[config.mk]
export PLATFORM = sky130hd
export DESIGN_NAME = cm0_dap_dp_pwr_multi_flat
export DESIGN_NICKNAME = d
export VERILOG_FILES = /design/src/rtl/cm0_dap_dp_pwr_multi_if.sv /design/src/rtl/cm0_dap_dp_pwr_multi.sv /design/src/flat_wrapper.sv
export SDC_FILE = /design/constraint.sdc
export NUM_CORES = 1
export LEC_CHECK = 0
export BUFFER_PORTS_ARGS = -buffer_cell sky130_fd_sc_hd__buf_2
export CELL_PAD_IN_SITES_DETAIL_PLACEMENT = 1
export CELL_PAD_IN_SITES_GLOBAL_PLACEMENT = 2
export CORE_UTILIZATION = 34
export CTS_BUF_LIST = sky130_fd_sc_hd__clkbuf_4
export DETAILED_ROUTE_END_ITERATION = 7
export HOLD_SLACK_MARGIN = 0.1
export PLACE_DENSITY = 0.83
export SLEW_MARGIN = 20
export SYNTH_ARGS = -nofsm -noshare
export SYNTH_HDL_FRONTEND = slang
export SYNTH_SLANG_ARGS = --single-unit
[constraint.sdc]
create_clock -name swclktck -period 2.7 [get_ports swclktck]
set_input_delay 0.27 -clock swclktck [delete_from_list [all_inputs] [get_ports swclktck]]
set_output_delay 0.27 -clock swclktck [all_outputs]
set_load 0.03 [all_outputs]
[src/rtl/cm0_dap_dp_pwr_multi_if.sv]
// rtl/cm0_dap_dp_pwr_multi_if.sv - signal bundle for the multi-domain DP power handshake block
//
// Purpose: groups the software request/ack, pin request/ack, DP/AP idle
// handshake and timeout error signals of cm0_dap_dp_pwr_multi.
// Parameter: NUM_DOM - number of power domains (must match the block).
// Modports:
//   slave  - the power controller block (drives *_o, samples *_i)
//   master - the surrounding system / testbench
interface cm0_dap_dp_pwr_multi_if #(
    parameter int NUM_DOM = 2
);
    logic [NUM_DOM-1:0] sw_pwrupreq_i;
    logic [NUM_DOM-1:0] sw_pwrupack_o;
    logic [NUM_DOM-1:0] pwrupreq_o;
    logic [NUM_DOM-1:0] pwrupack_i;
    logic               dp_req_dp_i;
    logic               ap_ack_dp_i;
    logic               reset_dp_ap_handshake_o;
    logic [NUM_DOM-1:0] timeout_err_o;
    logic               timeout_clr_i;

    modport slave (
        input  sw_pwrupreq_i, pwrupack_i, dp_req_dp_i, ap_ack_dp_i, timeout_clr_i,
        output sw_pwrupack_o, pwrupreq_o, reset_dp_ap_handshake_o, timeout_err_o
    );

    modport master (
        output sw_pwrupreq_i, pwrupack_i, dp_req_dp_i, ap_ack_dp_i, timeout_clr_i,
        input  sw_pwrupack_o, pwrupreq_o, reset_dp_ap_handshake_o, timeout_err_o
    );
endinterface

[src/rtl/cm0_dap_dp_pwr_multi.sv]
// rtl/cm0_dap_dp_pwr_multi.sv - per-domain DP power-up/power-down 4-phase handshake controller
//
// Purpose: one independent FSM (OFF, PUP, ON, PDN_WAIT, PDN) per power domain
// drives a registered pin request and watches a synchronized pin ack. Domains
// selected by GATE_MASK only power down once the DP->AP handshake is idle.
// Optional macro: ARM_DAP_PWR_TIMEOUT_EN adds a per-domain saturating timeout
// counter over PUP/PDN and a sticky timeout error.
// Ports:
//   swclktck - only clock, rising edge
//   dpreset  - synchronous active-high reset
//   pwr      - cm0_dap_dp_pwr_multi_if.slave: sw_pwrupreq_i/sw_pwrupack_o,
//              pwrupreq_o/pwrupack_i (async), dp_req_dp_i, ap_ack_dp_i,
//              reset_dp_ap_handshake_o, timeout_err_o, timeout_clr_i
module cm0_dap_dp_pwr_multi #(
    parameter int                 NUM_DOM     = 2,
    parameter int                 SYNC_STAGES = 2,
    parameter logic [NUM_DOM-1:0] GATE_MASK   = NUM_DOM'(1),
    parameter int                 TO_W        = 8
) (
    input  logic                          swclktck,
    input  logic                          dpreset,
    cm0_dap_dp_pwr_multi_if.slave         pwr
);
    typedef enum logic [2:0] {
        ST_OFF,
        ST_PUP,
        ST_ON,
        ST_PDN_WAIT,
        ST_PDN
    } state_t;

    state_t                 state_q [NUM_DOM];
    state_t                 state_d [NUM_DOM];
    logic [SYNC_STAGES-1:0] sync_q  [NUM_DOM];
    logic [NUM_DOM-1:0]     ack_s;
    logic [NUM_DOM-1:0]     req_q, req_d;
    logic [NUM_DOM-1:0]     on_q, on_d;
    logic [NUM_DOM-1:0]     pdn_wait_gated;
    logic [1:0]             fill_q;
    logic                   sync_valid;
    logic                   ap_idle;

    // The synchronizer is cleared by reset, so for SYNC_STAGES cycles after
    // reset ack_s does not reflect the pin. OFF->PUP is held off until the
    // pipeline has refilled and shows the pin ack low, so a reset during a
    // live handshake cannot start a new request against a still-high ack.
    assign sync_valid = (fill_q == 2'(SYNC_STAGES));
    assign ap_idle    = !pwr.dp_req_dp_i && !pwr.ap_ack_dp_i;

    always_comb begin
        ack_s = '0;
        for (int i = 0; i < NUM_DOM; i++) begin
            ack_s[i] = sync_q[i][SYNC_STAGES-1];
        end
    end

    always_ff @(posedge swclktck) begin
        if (dpreset) begin
            fill_q <= '0;
            req_q  <= '0;
            on_q   <= '0;
            for (int i = 0; i < NUM_DOM; i++) begin
                state_q[i] <= ST_OFF;
                sync_q[i]  <= '0;
            end
        end else begin
            if (!sync_valid) begin
                fill_q <= fill_q + 2'd1;
            end
            req_q <= req_d;
            on_q  <= on_d;
            for (int i = 0; i < NUM_DOM; i++) begin
                state_q[i] <= state_d[i];
                sync_q[i]  <= {sync_q[i][SYNC_STAGES-2:0], pwr.pwrupack_i[i]};
            end
        end
    end

    always_comb begin
        pdn_wait_gated = '0;
        req_d          = '0;
        on_d           = '0;
        for (int i = 0; i < NUM_DOM; i++) begin
            state_d[i] = state_q[i];
            case (state_q[i])
                ST_OFF:      if (pwr.sw_pwrupreq_i[i] && !ack_s[i] && sync_valid) state_d[i] = ST_PUP;
                ST_PUP:      if (ack_s[i]) state_d[i] = ST_ON;
                ST_ON:       if (!pwr.sw_pwrupreq_i[i]) state_d[i] = ST_PDN_WAIT;
                ST_PDN_WAIT: begin
                    // A renewed request cancels before the idle exit is considered.
                    if (pwr.sw_pwrupreq_i[i]) begin
                        state_d[i] = ST_ON;
                    end else if (!GATE_MASK[i] || ap_idle) begin
                        state_d[i] = ST_PDN;
                    end
                    pdn_wait_gated[i] = GATE_MASK[i];
                end
                ST_PDN:      if (!ack_s[i]) state_d[i] = ST_OFF;
                default:     state_d[i] = ST_OFF;
            endcase
            // Registered from next state so the pin request moves with the FSM.
            req_d[i] = (state_d[i] == ST_PUP) || (state_d[i] == ST_ON) ||
                       (state_d[i] == ST_PDN_WAIT);
            on_d[i]  = (state_d[i] == ST_ON);
        end
    end

    assign pwr.pwrupreq_o              = req_q;
    assign pwr.sw_pwrupack_o           = on_q;
    assign pwr.reset_dp_ap_handshake_o = pwr.dp_req_dp_i && pwr.ap_ack_dp_i && (|pdn_wait_gated);

`ifdef ARM_DAP_PWR_TIMEOUT_EN
    localparam logic [TO_W-1:0] TO_MAX    = '1;
    localparam logic [TO_W-1:0] TO_SET_AT = TO_MAX - TO_W'(1);

    logic [TO_W-1:0]    to_cnt_q [NUM_DOM];
    logic [NUM_DOM-1:0] to_err_q;
    logic [NUM_DOM-1:0] to_phase;
    logic [NUM_DOM-1:0] to_entry;
    logic [NUM_DOM-1:0] to_set;

    // The error fires only on the step into saturation, so a clear while the
    // counter is parked at its maximum is not immediately undone.
    always_comb begin
        to_phase = '0;
        to_entry = '0;
        to_set   = '0;
        for (int i = 0; i < NUM_DOM; i++) begin
            to_phase[i] = (state_d[i] == ST_PUP) || (state_d[i] == ST_PDN);
            to_entry[i] = to_phase[i] && (state_d[i] != state_q[i]);
            to_set[i]   = to_phase[i] && !to_entry[i] && (to_cnt_q[i] == TO_SET_AT);
        end
    end

    always_ff @(posedge swclktck) begin
        if (dpreset) begin
            to_err_q <= '0;
            for (int i = 0; i < NUM_DOM; i++) begin
                to_cnt_q[i] <= '0;
            end
        end else begin
            for (int i = 0; i < NUM_DOM; i++) begin
                if (to_entry[i]) begin
                    to_cnt_q[i] <= '0;
                end else if (to_phase[i] && (to_cnt_q[i] != TO_MAX)) begin
                    to_cnt_q[i] <= to_cnt_q[i] + TO_W'(1);
                end
            end
            to_err_q <= to_set | (to_err_q & ~{NUM_DOM{pwr.timeout_clr_i}});
        end
    end

    assign pwr.timeout_err_o = to_err_q;
`else
    logic            unused_clr;
    logic [TO_W-1:0] unused_to_w;

    assign unused_clr        = pwr.timeout_clr_i;
    assign unused_to_w       = '0;
    assign pwr.timeout_err_o = '0;
`endif
endmodule
[src/flat_wrapper.sv]
// flat-port wrapper written by rule: the top's interface ports become plain ports
module cm0_dap_dp_pwr_multi_flat 
#(
    parameter int                 NUM_DOM     = 2,
    parameter int                 SYNC_STAGES = 2,
    parameter logic [NUM_DOM-1:0] GATE_MASK   = NUM_DOM'(1),
    parameter int                 TO_W        = 8
)
  (swclktck, dpreset, pwr_sw_pwrupreq_i, pwr_pwrupack_i, pwr_dp_req_dp_i, pwr_ap_ack_dp_i, pwr_timeout_clr_i, pwr_sw_pwrupack_o, pwr_pwrupreq_o, pwr_reset_dp_ap_handshake_o, pwr_timeout_err_o);
  cm0_dap_dp_pwr_multi_if #(.NUM_DOM(NUM_DOM)) pwr_i ();
  input  logic swclktck;
  input  logic dpreset;
  input wire logic [$bits(pwr_i.sw_pwrupreq_i)-1:0] pwr_sw_pwrupreq_i;
  input wire logic [$bits(pwr_i.pwrupack_i)-1:0] pwr_pwrupack_i;
  input wire logic [$bits(pwr_i.dp_req_dp_i)-1:0] pwr_dp_req_dp_i;
  input wire logic [$bits(pwr_i.ap_ack_dp_i)-1:0] pwr_ap_ack_dp_i;
  input wire logic [$bits(pwr_i.timeout_clr_i)-1:0] pwr_timeout_clr_i;
  output wire logic [$bits(pwr_i.sw_pwrupack_o)-1:0] pwr_sw_pwrupack_o;
  output wire logic [$bits(pwr_i.pwrupreq_o)-1:0] pwr_pwrupreq_o;
  output wire logic [$bits(pwr_i.reset_dp_ap_handshake_o)-1:0] pwr_reset_dp_ap_handshake_o;
  output wire logic [$bits(pwr_i.timeout_err_o)-1:0] pwr_timeout_err_o;
  assign pwr_i.sw_pwrupreq_i = pwr_sw_pwrupreq_i;
  assign pwr_i.pwrupack_i = pwr_pwrupack_i;
  assign pwr_i.dp_req_dp_i = pwr_dp_req_dp_i;
  assign pwr_i.ap_ack_dp_i = pwr_ap_ack_dp_i;
  assign pwr_i.timeout_clr_i = pwr_timeout_clr_i;
  assign pwr_sw_pwrupack_o = pwr_i.sw_pwrupack_o;
  assign pwr_pwrupreq_o = pwr_i.pwrupreq_o;
  assign pwr_reset_dp_ap_handshake_o = pwr_i.reset_dp_ap_handshake_o;
  assign pwr_timeout_err_o = pwr_i.timeout_err_o;
  cm0_dap_dp_pwr_multi #(.NUM_DOM(NUM_DOM), .SYNC_STAGES(SYNC_STAGES), .GATE_MASK(GATE_MASK), .TO_W(TO_W)) u_core (.swclktck(swclktck), .dpreset(dpreset), .pwr(pwr_i));
endmodule
# Yosys cells after proc, flatten, opt, wreduce, memory -nomap -nowiden
# Memories as Yosys holds them, arrays and structs flattened.
# Cells that the tools add are included.
[totals]
ram_bits = 10
n_memories = 2
register_bits = 6
[op_classes]
mux = 21
n_bitwise = 4
reduce_logical = 17
add_sub_neg = 1
n_eq_ne = 15
[mem_list]
columns = ["memory", "words", "word_bits", "read_ports", "rd_clocked_by_memory_dff", "write_ports", "line", "text"]
rows = [
  ["u_core.state_q", 2, 3, 2, 0, 2, "cm0_dap_dp_pwr_multi.sv:32", "state_t state_q [NUM_DOM];"],
  ["u_core.sync_q", 2, 2, 2, 0, 2, "cm0_dap_dp_pwr_multi.sv:34", "logic [SYNC_STAGES-1:0] sync_q [NUM_DOM];"],
]
[op_table]
columns = ["operator", "count"]
rows = [
  ["$mux 3", 13],
  ["$pmux 3 s5", 2],
  ["$eq 3x2->1 const B", 8],
  ["$eq 3x1->1 const B", 4],
  ["$logic_and 1x1->1", 7],
  ["$eq 3x3->1 const B", 2],
  ["$logic_not 3->1", 2],
  ["$logic_not 1->1", 4],
  ["$logic_or 1x1->1", 4],
  ["$mux 1", 4],
  ["$mux 2", 2],
  ["$or 1x1->1", 4],
  ["$add 2x1->2 const B", 1],
  ["$eq 2x2->1 const B", 1],
]

# Depth between registers and ports, before layout
# An unclocked memory read counts as a cell.
[logic_depth]
ltp_word = 9
ltp_mapped = 5
depth_no_buf = 5

# Worst setup path before layout
# OpenSTA, ideal clock, no wires.
[synth_path]
path_kind = "reg-to-reg"
start = "reg u_core.fill_q[0]"
end = "mem u_core.state_q[0][0] in the netlist's numbering"
stages_incl_launch_ff = 6
arrival_ns = 1.177
path_buffers = 0
setup_slack_ns = 1.454
cell_sequence = "dfxtp_1 inv_1 ha_1 a21oi_1 or4_1 a21oi_1"
[synth_rtl]
columns = ["item", "line", "text"]
rows = [
  ["start, declared", "cm0_dap_dp_pwr_multi.sv:39", "logic [1:0] fill_q;"],
  ["start signal, assigned", "cm0_dap_dp_pwr_multi.sv:68", "fill_q <= fill_q + 2'd1;"],
  ["end, declared", "cm0_dap_dp_pwr_multi.sv:32", ""],
]

==> qor.yml <==
status: "complete, no violations"
grtUsageTotal_pct: 12.9
cts.sinks: 16
cts_setup_buffers: 0
met1_usage_pct: 15.1
fin_cells: 109
htreeDepth: 1
p_total_uw: 528
first_pass_iters: 3
p_per_area_mw_per_mm2: 693
crit_fanout: 6
synth_top_family_by_area: "simple AND/OR/NAND/NOR gates"
routed_wl_mm: 1.16
hold_class: "in -> reg"
top_usage_layer: "met2"
dp_slack_ns: 1.31
fin_skew_ns: 0.00394
synth-compound-area-share_pct: 17.5
synth_top_cell_by_area: "dfxtp_1"
dieHeight_um: 46.0
critPathMaxStageDelay_ns: 0.43
grt_antenna_before_repair: 0
insertion_delay_ns: 0.28
final_cell_mix: "16 x dfxtp_1, 12 x buf_2, 9 x nor2_1"
required_ns: 2.91
path_common_cell: "a21oi_1"
cts-root-buf: "clkbuf_4"
synthSimpleGateAreaFrac_pct: 24.5
io_pins: 16
synth_ff_type: "dfxtp_1"
final_common_cell: "dfxtp_1"
cts_resized: 0
worstReg2RegStart: "u_core.fill_q[0]$_SDFFE_PP0P_"
grt_use_met2_pct: 20.3
rows: 15
synth_cell_types: 31
seq_area_um2: 320
yosys.area_share.adder_pct: 1.90
dpl-instance-area_um2: 736
synth_area_leaders: "dfxtp_1 49%, nor2_1 5.1%, nor2b_1 4.7%"
areaGrowthSynthToFinish_pct: 15.6
hpwl_um: 895
n_fill_cell: 233
final_core_util_pct: 43.2
fin_tns_setup_ns: 0
dp.cells: 105
numCtsBuffers: 3
cts_buffer_depth: 2
path_cells: "inv_1 -> ha_1 -> a21oi_1 -> or4_1 -> a21oi_1"
yosys.area.top_type_share_pct: 48.6
finalMaxSlewViolations: 0
arrival_ns: 1.60
setup_ws_ns: 1.31
die_w_um: 46.0
drc: 0
worst-setup-path-type: "reg -> reg"
cts_tree: "done"
crit_start: "u_core.fill_q[0]$_SDFFE_PP0P_"
grt_pass1_wl_mm: 1.89
worstHoldStart: "pwr_pwrupack_i[1]"
ctsHoldBuffers: 0
drv_cap: 0
ir_drop_uv: 395
initial_utilization_pct: 37.4
timing.final.crit_share_pct: 51.5
vias: 526
hold_violations: 0
num-nets-final: 95
port_buffers: 12
synth_area_um2: 659
stdcell_area_um2: 762
synthMuxAreaShare_pct: 0
synth_edf_count: 0
fin_crit_ns: 1.39
avgSynthCellArea_um2: 9.42
ant_nets: 0
first_global_vias: 462
drive_above_1_share_pct: 26.2
async_flop_share_pct: 0
worst_setup_path_start_kind: "register"
fin_hold_ws_ns: 0.192
synth_warnings: 0
coreArea_mm2: 0.00176
gp_congestion: 0.726
yosysSeqAreaShare_pct: 48.6
clkSlewWorstSetupHoldPaths_ns: 0.09
drtIter0Drc: 5
p_leak_nw: 0.307
setup_viol: 0
multi_input_area_um2: 305
diodes: 0
grt_overflow: 0
use_met3_pct: 5.95
max_freq_ghz: 0.719
end_kind: "register"
die_area_mm2: 0.00212
rsz0062_at_grt: "no"
grt_max_degree: 14
ys_ff_latch: 16
syn_inst: 70
critPathSlowestCell: "or4_1"
drt-vias-per-instance: 4.83
synth-xor-area-share_pct: 1.33
wl_per_cell_um: 10.7
cell type report:
type	count	area share [%]
Sequential cell	16	42.0
Multi-Input combinational cell	47	40.1
Timing Repair Buffer	12	7.88
Tap cell	25	4.11
Clock buffer	3	2.96
Inverter	5	2.46
Clock inverter	1	0.493
sequential cells by signal, indices dropped and copies added (netlist names):
signal                    count
u_core.fill_q                 2
u_core.pwr.pwrupreq_o         2
u_core.pwr.sw_pwrupack_o      2
u_core.state_q                6
u_core.sync_q                 4
worst paths after layout:
path | slack, ns | to | depth (start not counted)
setup reg to reg | 1.31 | u_core.state_q[0][0]$_SDFF_PP0_ | 5
hold reg to reg | 0.45 | u_core.sync_q[0][1]$_SDFF_PP0_ | 1
hold / removal | 0.19 | u_core.sync_q[0][2]$_SDFF_PP0_ | 2
setup / recovery | 1.31 | u_core.state_q[0][0]$_SDFF_PP0_ | 5
cells by family after synthesis:
group           Yosys count
fa+ha+maj                 1
buf+inv                   8
xor+xnor                  1
flops                    16
other cells               1
compound gates           16
simple gates             27
where the power goes:
part	leakage [nW]	internal [mW]	switching, mW
combinational	0.161	0.0518	0.0695
sequential	0.131	0.265	0.0179
clock	0.0154	0.0536	0.0700
synth_stat cells (2+ instances only):
cell type,number
a211oi_2,2
a21oi_1,5
buf_4,2
dfxtp_1,16
inv_1,4
nand2_1,3
nor2_1,9
nor2b_1,5
o21ai_0,2
routing by layer:
layer,vias to the layer above,routed length (um),part of all wire [%]
li1,272,-,-
met1,240,549,47
met2,12,536,46
met3,2,66,5.7
met4,0,12,1.0
met5,-,0,0
critical path: cells and delay by family, from the launching register on:
kind | cells | cell delay [ns]
compound gates | 2 | 0.24
fa+ha+maj | 1 | 0.26
simple gates | 1 | 0.43
flops | 1 | 0.33
buf+inv | 1 | 0.06
Note: power is estimated with default switching activity, not from simulation.
